### config.mk
export PLATFORM = sky130hd
export DESIGN_NAME = axi_lite_master
export DESIGN_NICKNAME = d
export VERILOG_FILES = /design/src/rtl/axi_lite_master.sv
export SDC_FILE = /design/constraint.sdc
export NUM_CORES = 1
export LEC_CHECK = 0
export ABC_CLOCK_PERIOD_IN_PS = 2200
export CAP_MARGIN = 20
export CORE_MARGIN = 2
export CORE_UTILIZATION = 43
export CTS_CLUSTER_DIAMETER = 50
export DETAILED_ROUTE_END_ITERATION = 8
export PLACE_DENSITY = 0.95
export SLEW_MARGIN = 40
export SYNTH_ARGS = -nofsm -noshare
export SYNTH_HDL_FRONTEND = slang
export SYNTH_SLANG_ARGS = --single-unit
### constraint.sdc
create_clock -name clk -period 2.2 [get_ports clk]
set_input_delay 0.33 -clock clk [delete_from_list [all_inputs] [get_ports clk]]
set_output_delay 0.33 -clock clk [all_outputs]
set_load 0.02 [all_outputs]
### src/rtl/axi_lite_master.sv
// rtl/axi_lite_master.sv - single-outstanding AXI4-Lite master behind a command/response handshake
// Optional response-wait timeout enabled by defining AXIL_MASTER_TIMEOUT_EN.
module axi_lite_master #(
    parameter int CSR_ADDR_WIDTH = 8,
    parameter int CSR_DATA_WIDTH = 32,
    parameter int TIMEOUT_CYCLES = 256
) (
    input  logic                          clk,
    input  logic                          rst_n,
    input  logic                          cmd_valid,
    output logic                          cmd_ready,
    input  logic                          cmd_write,
    input  logic [CSR_ADDR_WIDTH-1:0]     cmd_addr,
    input  logic [CSR_DATA_WIDTH-1:0]     cmd_wdata,
    input  logic [CSR_DATA_WIDTH/8-1:0]   cmd_wstrb,
    output logic                          rsp_valid,
    input  logic                          rsp_ready,
    output logic [CSR_DATA_WIDTH-1:0]     rsp_rdata,
    output logic [1:0]                    rsp_resp,
    output logic                          rsp_timeout,
    output logic                          m_axi_awvalid,
    input  logic                          m_axi_awready,
    output logic [CSR_ADDR_WIDTH-1:0]     m_axi_awaddr,
    output logic [2:0]                    m_axi_awprot,
    output logic                          m_axi_wvalid,
    input  logic                          m_axi_wready,
    output logic [CSR_DATA_WIDTH-1:0]     m_axi_wdata,
    output logic [CSR_DATA_WIDTH/8-1:0]   m_axi_wstrb,
    input  logic                          m_axi_bvalid,
    output logic                          m_axi_bready,
    input  logic [1:0]                    m_axi_bresp,
    output logic                          m_axi_arvalid,
    input  logic                          m_axi_arready,
    output logic [CSR_ADDR_WIDTH-1:0]     m_axi_araddr,
    output logic [2:0]                    m_axi_arprot,
    input  logic                          m_axi_rvalid,
    output logic                          m_axi_rready,
    input  logic [CSR_DATA_WIDTH-1:0]     m_axi_rdata,
    input  logic [1:0]                    m_axi_rresp,
    output logic                          busy
);

    typedef enum logic [2:0] {
        IDLE    = 3'd0,
        WR_REQ  = 3'd1,
        WR_RESP = 3'd2,
        RD_REQ  = 3'd3,
        RD_RESP = 3'd4,
        DONE    = 3'd5
    } state_t;

    state_t state, next_state;

    logic                      cmd_fire;
    logic                      aw_fire;
    logic                      w_fire;
    logic                      b_fire;
    logic                      ar_fire;
    logic                      r_fire;
    logic                      timeout_hit;
    logic [CSR_ADDR_WIDTH-1:0] addr_q;

    assign cmd_ready    = (state == IDLE);
    assign busy         = (state != IDLE);
    assign cmd_fire     = cmd_valid && cmd_ready;
    assign aw_fire      = m_axi_awvalid && m_axi_awready;
    assign w_fire       = m_axi_wvalid && m_axi_wready;
    assign b_fire       = m_axi_bvalid && m_axi_bready;
    assign ar_fire      = m_axi_arvalid && m_axi_arready;
    assign r_fire       = m_axi_rvalid && m_axi_rready;
    assign m_axi_awaddr = addr_q;
    assign m_axi_araddr = addr_q;
    assign m_axi_awprot = 3'b000;
    assign m_axi_arprot = 3'b000;

    always_ff @(posedge clk) begin
        if (!rst_n) begin
            state <= IDLE;
        end else begin
            state <= next_state;
        end
    end

    // A channel whose valid is already low has completed its handshake earlier.
    always_comb begin
        next_state = state;
        case (state)
            IDLE: begin
                if (cmd_fire) begin
                    next_state = cmd_write ? WR_REQ : RD_REQ;
                end
            end
            WR_REQ: begin
                if ((!m_axi_awvalid || aw_fire) && (!m_axi_wvalid || w_fire)) begin
                    next_state = WR_RESP;
                end
            end
            WR_RESP: begin
                if (b_fire || timeout_hit) begin
                    next_state = DONE;
                end
            end
            RD_REQ: begin
                if (ar_fire) begin
                    next_state = RD_RESP;
                end
            end
            RD_RESP: begin
                if (r_fire || timeout_hit) begin
                    next_state = DONE;
                end
            end
            DONE: begin
                if (rsp_ready) begin
                    next_state = IDLE;
                end
            end
            default: next_state = IDLE;
        endcase
    end

    always_ff @(posedge clk) begin
        if (!rst_n) begin
            addr_q        <= '0;
            m_axi_wdata   <= '0;
            m_axi_wstrb   <= '0;
            m_axi_awvalid <= 1'b0;
            m_axi_wvalid  <= 1'b0;
            m_axi_arvalid <= 1'b0;
            m_axi_bready  <= 1'b0;
            m_axi_rready  <= 1'b0;
            rsp_valid     <= 1'b0;
            rsp_rdata     <= '0;
            rsp_resp      <= 2'b00;
        end else begin
            if (cmd_fire) begin
                addr_q        <= cmd_addr;
                m_axi_wdata   <= cmd_wdata;
                m_axi_wstrb   <= cmd_wstrb;
                m_axi_awvalid <= cmd_write;
                m_axi_wvalid  <= cmd_write;
                m_axi_arvalid <= !cmd_write;
            end else begin
                if (aw_fire) m_axi_awvalid <= 1'b0;
                if (w_fire)  m_axi_wvalid  <= 1'b0;
                if (ar_fire) m_axi_arvalid <= 1'b0;
            end
            m_axi_bready <= (next_state == WR_RESP);
            m_axi_rready <= (next_state == RD_RESP);
            rsp_valid    <= (next_state == DONE);
            if (b_fire) begin
                rsp_rdata <= '0;
                rsp_resp  <= m_axi_bresp;
            end else if (r_fire) begin
                rsp_rdata <= m_axi_rdata;
                rsp_resp  <= m_axi_rresp;
            end else if (timeout_hit) begin
                rsp_rdata <= '0;
                rsp_resp  <= 2'b10;
            end
        end
    end

`ifdef AXIL_MASTER_TIMEOUT_EN
    localparam int TO_W = $clog2(TIMEOUT_CYCLES + 1);

    logic [TO_W-1:0] wait_cnt;
    logic            in_resp;

    assign in_resp     = (state == WR_RESP) || (state == RD_RESP);
    assign timeout_hit = in_resp && (wait_cnt == TO_W'(TIMEOUT_CYCLES - 1)) && !b_fire && !r_fire;

    // Counter is zero on the first cycle of a response-wait state.
    always_ff @(posedge clk) begin
        if (!rst_n || !in_resp) begin
            wait_cnt <= '0;
        end else begin
            wait_cnt <= wait_cnt + 1'b1;
        end
    end

    always_ff @(posedge clk) begin
        if (!rst_n) begin
            rsp_timeout <= 1'b0;
        end else if (b_fire || r_fire) begin
            rsp_timeout <= 1'b0;
        end else if (timeout_hit) begin
            rsp_timeout <= 1'b1;
        end
    end
`else
    assign timeout_hit = (TIMEOUT_CYCLES < 0);
    assign rsp_timeout = 1'b0;
`endif

endmodule
# Word level (Yosys, flattened, before mapping)
# Index checks and enable logic that the tools add are counted.
[classes] n_eq_ne=8 muxes=16 n_bitwise=1 reduce_logical=19
[ops] operator="$mux W3" count=6
[ops] operator="$pmux W3 S6" count=1
[ops] operator="$eq A3 B3 Y1 const B" count=4
[ops] operator="$eq A3 B2 Y1 const B" count=3
[ops] operator="$reduce_bool A2 Y1" count=4
[ops] operator="$logic_and A1 B1 Y1" count=7
[ops] operator="$mux W1" count=6
[ops] operator="$mux W2" count=3
[ops] operator="$eq A3 B1 Y1 const B" count=1
[ops] operator="$logic_not A1 Y1" count=3
[ops] operator="$logic_not A3 Y1" count=1
[ops] operator="$reduce_bool A3 Y1" count=1
[ops] operator="$logic_or A1 B1 Y1" count=2
[ops] operator="$reduce_or A2 Y1" count=1
[ops] operator="$not A1 Y1" count=1
[totals] regBits=87 in_bits=90 output_inout_bits=101

# Depth between registers and ports, before layout
# Gate-level depths: netlist of the first run.
[depth] word_depth=6 ltp_mapped=7

# Worst setup path before layout of the first run
# No wires, ideal clock.
[synth_path] kind="register to register" startpoint="register state[0]" endpoint="register m_axi_wdata[0]" setup_time_ns=0.118 arrival_time_ns=1.291 slack_ns=0.790 path_stages_with_launch=8 n_path_buf=3 path_cell_list="dfxtp_1 buf_6 nor3_4 nand2_1 buf_4 buf_2 nand2_1 a21boi_2"
[synth_between] elab_chain_cells=2
[synth_rtl] item="start, declared" line="52" rtl="state_t state, next_state;"
[synth_rtl] item="start signal, assigned" line="80" rtl="state <= next_state;"
[synth_rtl] item="$logic_not A3 Y1" line="63" rtl="assign cmd_ready = (state == IDLE);"
[synth_rtl] item="named net cmd_ready" line="11" rtl="output logic cmd_ready,"
[synth_rtl] item="$logic_and A1 B1 Y1" line="65" rtl="assign cmd_fire = cmd_valid && cmd_ready;"
[synth_rtl] item="end signal, assigned" line="138" rtl="m_axi_wdata <= cmd_wdata;"
[synth_rtl] item="end, declared" line="27" rtl="output logic [CSR_DATA_WIDTH-1:0] m_axi_wdata,"
# The timed path passes the listed nets, and every way through them passes these cells.
# A chain may end at the register's enable or synchronous reset.

# Worst setup path in the final report of the first run
[layout_path] startpoint="register state[0]" endpoint="output busy"
[layout_between] elab_chain_cells=1
[layout_rtl] item="$reduce_bool A3 Y1" line="64" rtl="assign busy = (state != IDLE);"
[layout_rtl] item="end, declared" line="40" rtl="output logic busy"
# No other way between the ends.

==> flow_summary.toml, run 1 <==
[status]
status = "complete, no violations"

[drt]
routedWlPerCell_um = 14.1
num_vias = 3344
finalWirelength_um = 9710
first_iter_violations = 74
vias_per_cell = 4.85
dr.pass1.iters = 4
ant_nets = 0
drc = 0

[setup_path]
cp_slowest_stage_delay_ns = 0.60
path_cells = "nor3_4 -> inv_1 -> clkdlybuf4s50_1"
end_kind = "output port"
cp_slowest_cell = "clkdlybuf4s50_1"
critPathArrivalTime_ns = 1.71
required_ns = 1.87
cp-start-kind = "register"
path_class = "reg2out"
cp_max_fo = 8

[timing]
fin_crit_ns = 2.04
finClkSkew_ns = 0.0112
hold_viol = 0
fin_crit_sh_pct = 92.6
report.final.slew_viol_count = 0
tns_ns = 0
setup-violations-final = 0
grt_setup_unrepaired = "no"
finalWorstSetupSlack_ns = 0.164
fmax_mhz = 491

[global_routing]
antenna_found_initial = 0
grt_max_degree = 33
track_usage_pct = 20.4
grt_pass1_vias = 3410
overflow = 0
grt_pass1_wl_um = 15800

[cts]
htreeDepth = 3
clockBufferDepth = 2
ctsHoldBuffers = 0
clkSinkCount = 87
cts_tree = "yes"
cts.repair.resized = 0
ctsRootBufferMaster = "clkbuf_8"
numCtsBuffers = 9
cts_setup_buffers = 0
clkTransAtPathRegs_ns = 0.09
worstSkewPairLatency_ns = 0.35

[placed_design]
dp_hpwl_um = 7500
post-place-ws_ns = 0.376
place_area_um2 = 5460
io_buffers = 183
gp_congestion = 0.813

[finish]
n_antenna_cell = 0
area_growth_pct = 54.7
fillers = 590
nets = 669
final_cell_area_um2 = 5700
layout-drive-gt1-share_pct = 17.6
fin_util_pct = 69.1

[synthesis]
synth-seq-area-share_pct = 47.2
synth_top_area_share_pct = 47.2
yosysUniqueCellTypes = 40
syn_area_per_cell_um2 = 9.02
synth_edf_count = 0
syn-cell-area_um2 = 3690
syn_inst = 409
yosysMostFrequentCell = "nand2_1"
ys_ff_latch = 87
ys.flop_type = "dfxtp_1"
async_reset_ff_share_pct = 0
synth.largest_area_cell = "dfxtp_1"
netlist_top_cells_count = "nand2_1 (136), dfxtp_1 (87), a21boi_2 (40), a21oi_1 (32), nand2_2 (30)"
yosys_warnings = 0
netlist_top_cells_area = "dfxtp_1 (47%), nand2_1 (14%), a21boi_2 (12%)"

[die]
die_area_um2 = 9330
die_w_um = 96.6
die_y_um = 96.6
rows = 33
ios = 191
core_um2 = 8260
initial_utilization_pct = 44.7

[pwr]
p_leak_nw = 2.03
peakVddDrop_v = 0.000368
power_density_nw_per_um2 = 698

[worst_hold_path]
hold_class = "reg2reg"

[job]
drv_cap = 0
==> metrics by stage <==
step	std cells	total power, W	hold WS, ns
floorplan	415	0.00230	0.438
global placement	673	0.00265	0.441
detailed placement	673	0.00268	0.446
CTS	689	0.00401	0.458
global route	689	0.00413	0.475
finish	689	0.00398	0.456
==> worst max-delay path, delay by kind of cell, from the launching register on <==
kind                   cells  cell delay, ns
buffers and inverters      2            0.68
flip-flops                 1            0.59
AND/OR/NAND/NOR            1            0.10
==> power breakdown <==
part	switching, W	internal (W)
logic	0.000452	0.000461
registers	0.0000601	0.00166
clock network	0.000586	0.000759
==> cells in the final DEF (no fill, tap or decap), types with 3 or more instances in the layout <==
| master | netlist | layout |
|---|---|---|
| a21boi_0 | 6 | 6 |
| a21boi_2 | 40 | 40 |
| a21oi_1 | 32 | 32 |
| buf_4 | 17 | 10 |
| bufinv_16 | 0 | 3 |
| clkbuf_8 | 0 | 9 |
| clkdlybuf4s50_1 | 0 | 183 |
| conb_1 | 1 | 7 |
| dfxtp_1 | 87 | 87 |
| nand2_1 | 136 | 136 |
| nand2_2 | 30 | 30 |
| nand3_1 | 3 | 3 |
| nor2_1 | 3 | 3 |
| nor2b_1 | 3 | 3 |
==> final timing paths <==
check / to / cells after the start / slack, ns / start
setup reg to reg: m_axi_wdata[26] / 5 / 0.53 / state[0]
setup / recovery: busy / 3 / 0.16 / state[0]
hold reg to reg: rsp_rdata[6] / 2 / 0.46 / rsp_rdata[6]
hold / removal: rsp_rdata[6] / 2 / 0.46 / rsp_rdata[6]
==> layout make-up <==
cell class	instances	area, um^2	area share, %
clock buffer	9	124	2.17
clock inverter	7	120	2.11
inverter	3	11.3	0.197
multi-input combinational	284	1650	28.9
sequential	87	1740	30.5
tap	105	131	2.30
timing repair buffer	194	1930	33.8
==> state kept, by name, indices dropped and copies added (netlist names) <==
| signal | cells |
|---|---|
| m_axi_wdata | 32 |
| rsp_valid | 1 |
| state | 3 |
| m_axi_rready | 1 |
| m_axi_bready | 1 |
| m_axi_wstrb | 4 |
| rsp_rdata | 32 |
| m_axi_awvalid | 1 |
| rsp_resp | 2 |
| m_axi_araddr | 8 |
| m_axi_wvalid | 1 |
| m_axi_arvalid | 1 |
==> per-layer routing <==
metal,track usage (%),wire (um),vias up
li1,-,-,1642
met1,21.5,3670,1545
met2,38.0,5150,136
met3,6.43,649,21
met4,7.15,243,0
met5,0,0,-
==> kinds of logic after synthesis <==
logic type | count (synthesis) | share of synthesized area, %
and+or+nand+nor | 186 | 22.7
AOI/OAI and AO/OA | 91 | 21.3
other | 1 | 0.102
buffers and inverters | 44 | 8.65
DFF | 87 | 47.2
Note: power is estimated with default switching activity, not from simulation.
==> run 2, diff against run 1 <==
--- a/config.mk
+++ b/config.mk
@@ -11,6 +11,7 @@
 export CORE_UTILIZATION = 43
 export CTS_CLUSTER_DIAMETER = 50
 export DETAILED_ROUTE_END_ITERATION = 8
+export GPL_ROUTABILITY_DRIVEN = 0
 export PLACE_DENSITY = 0.95
 export SLEW_MARGIN = 40
 export SYNTH_ARGS = -nofsm -noshare
==> results of run 2 <==
Final layout, timing and power as in run 1 (identical DEF).
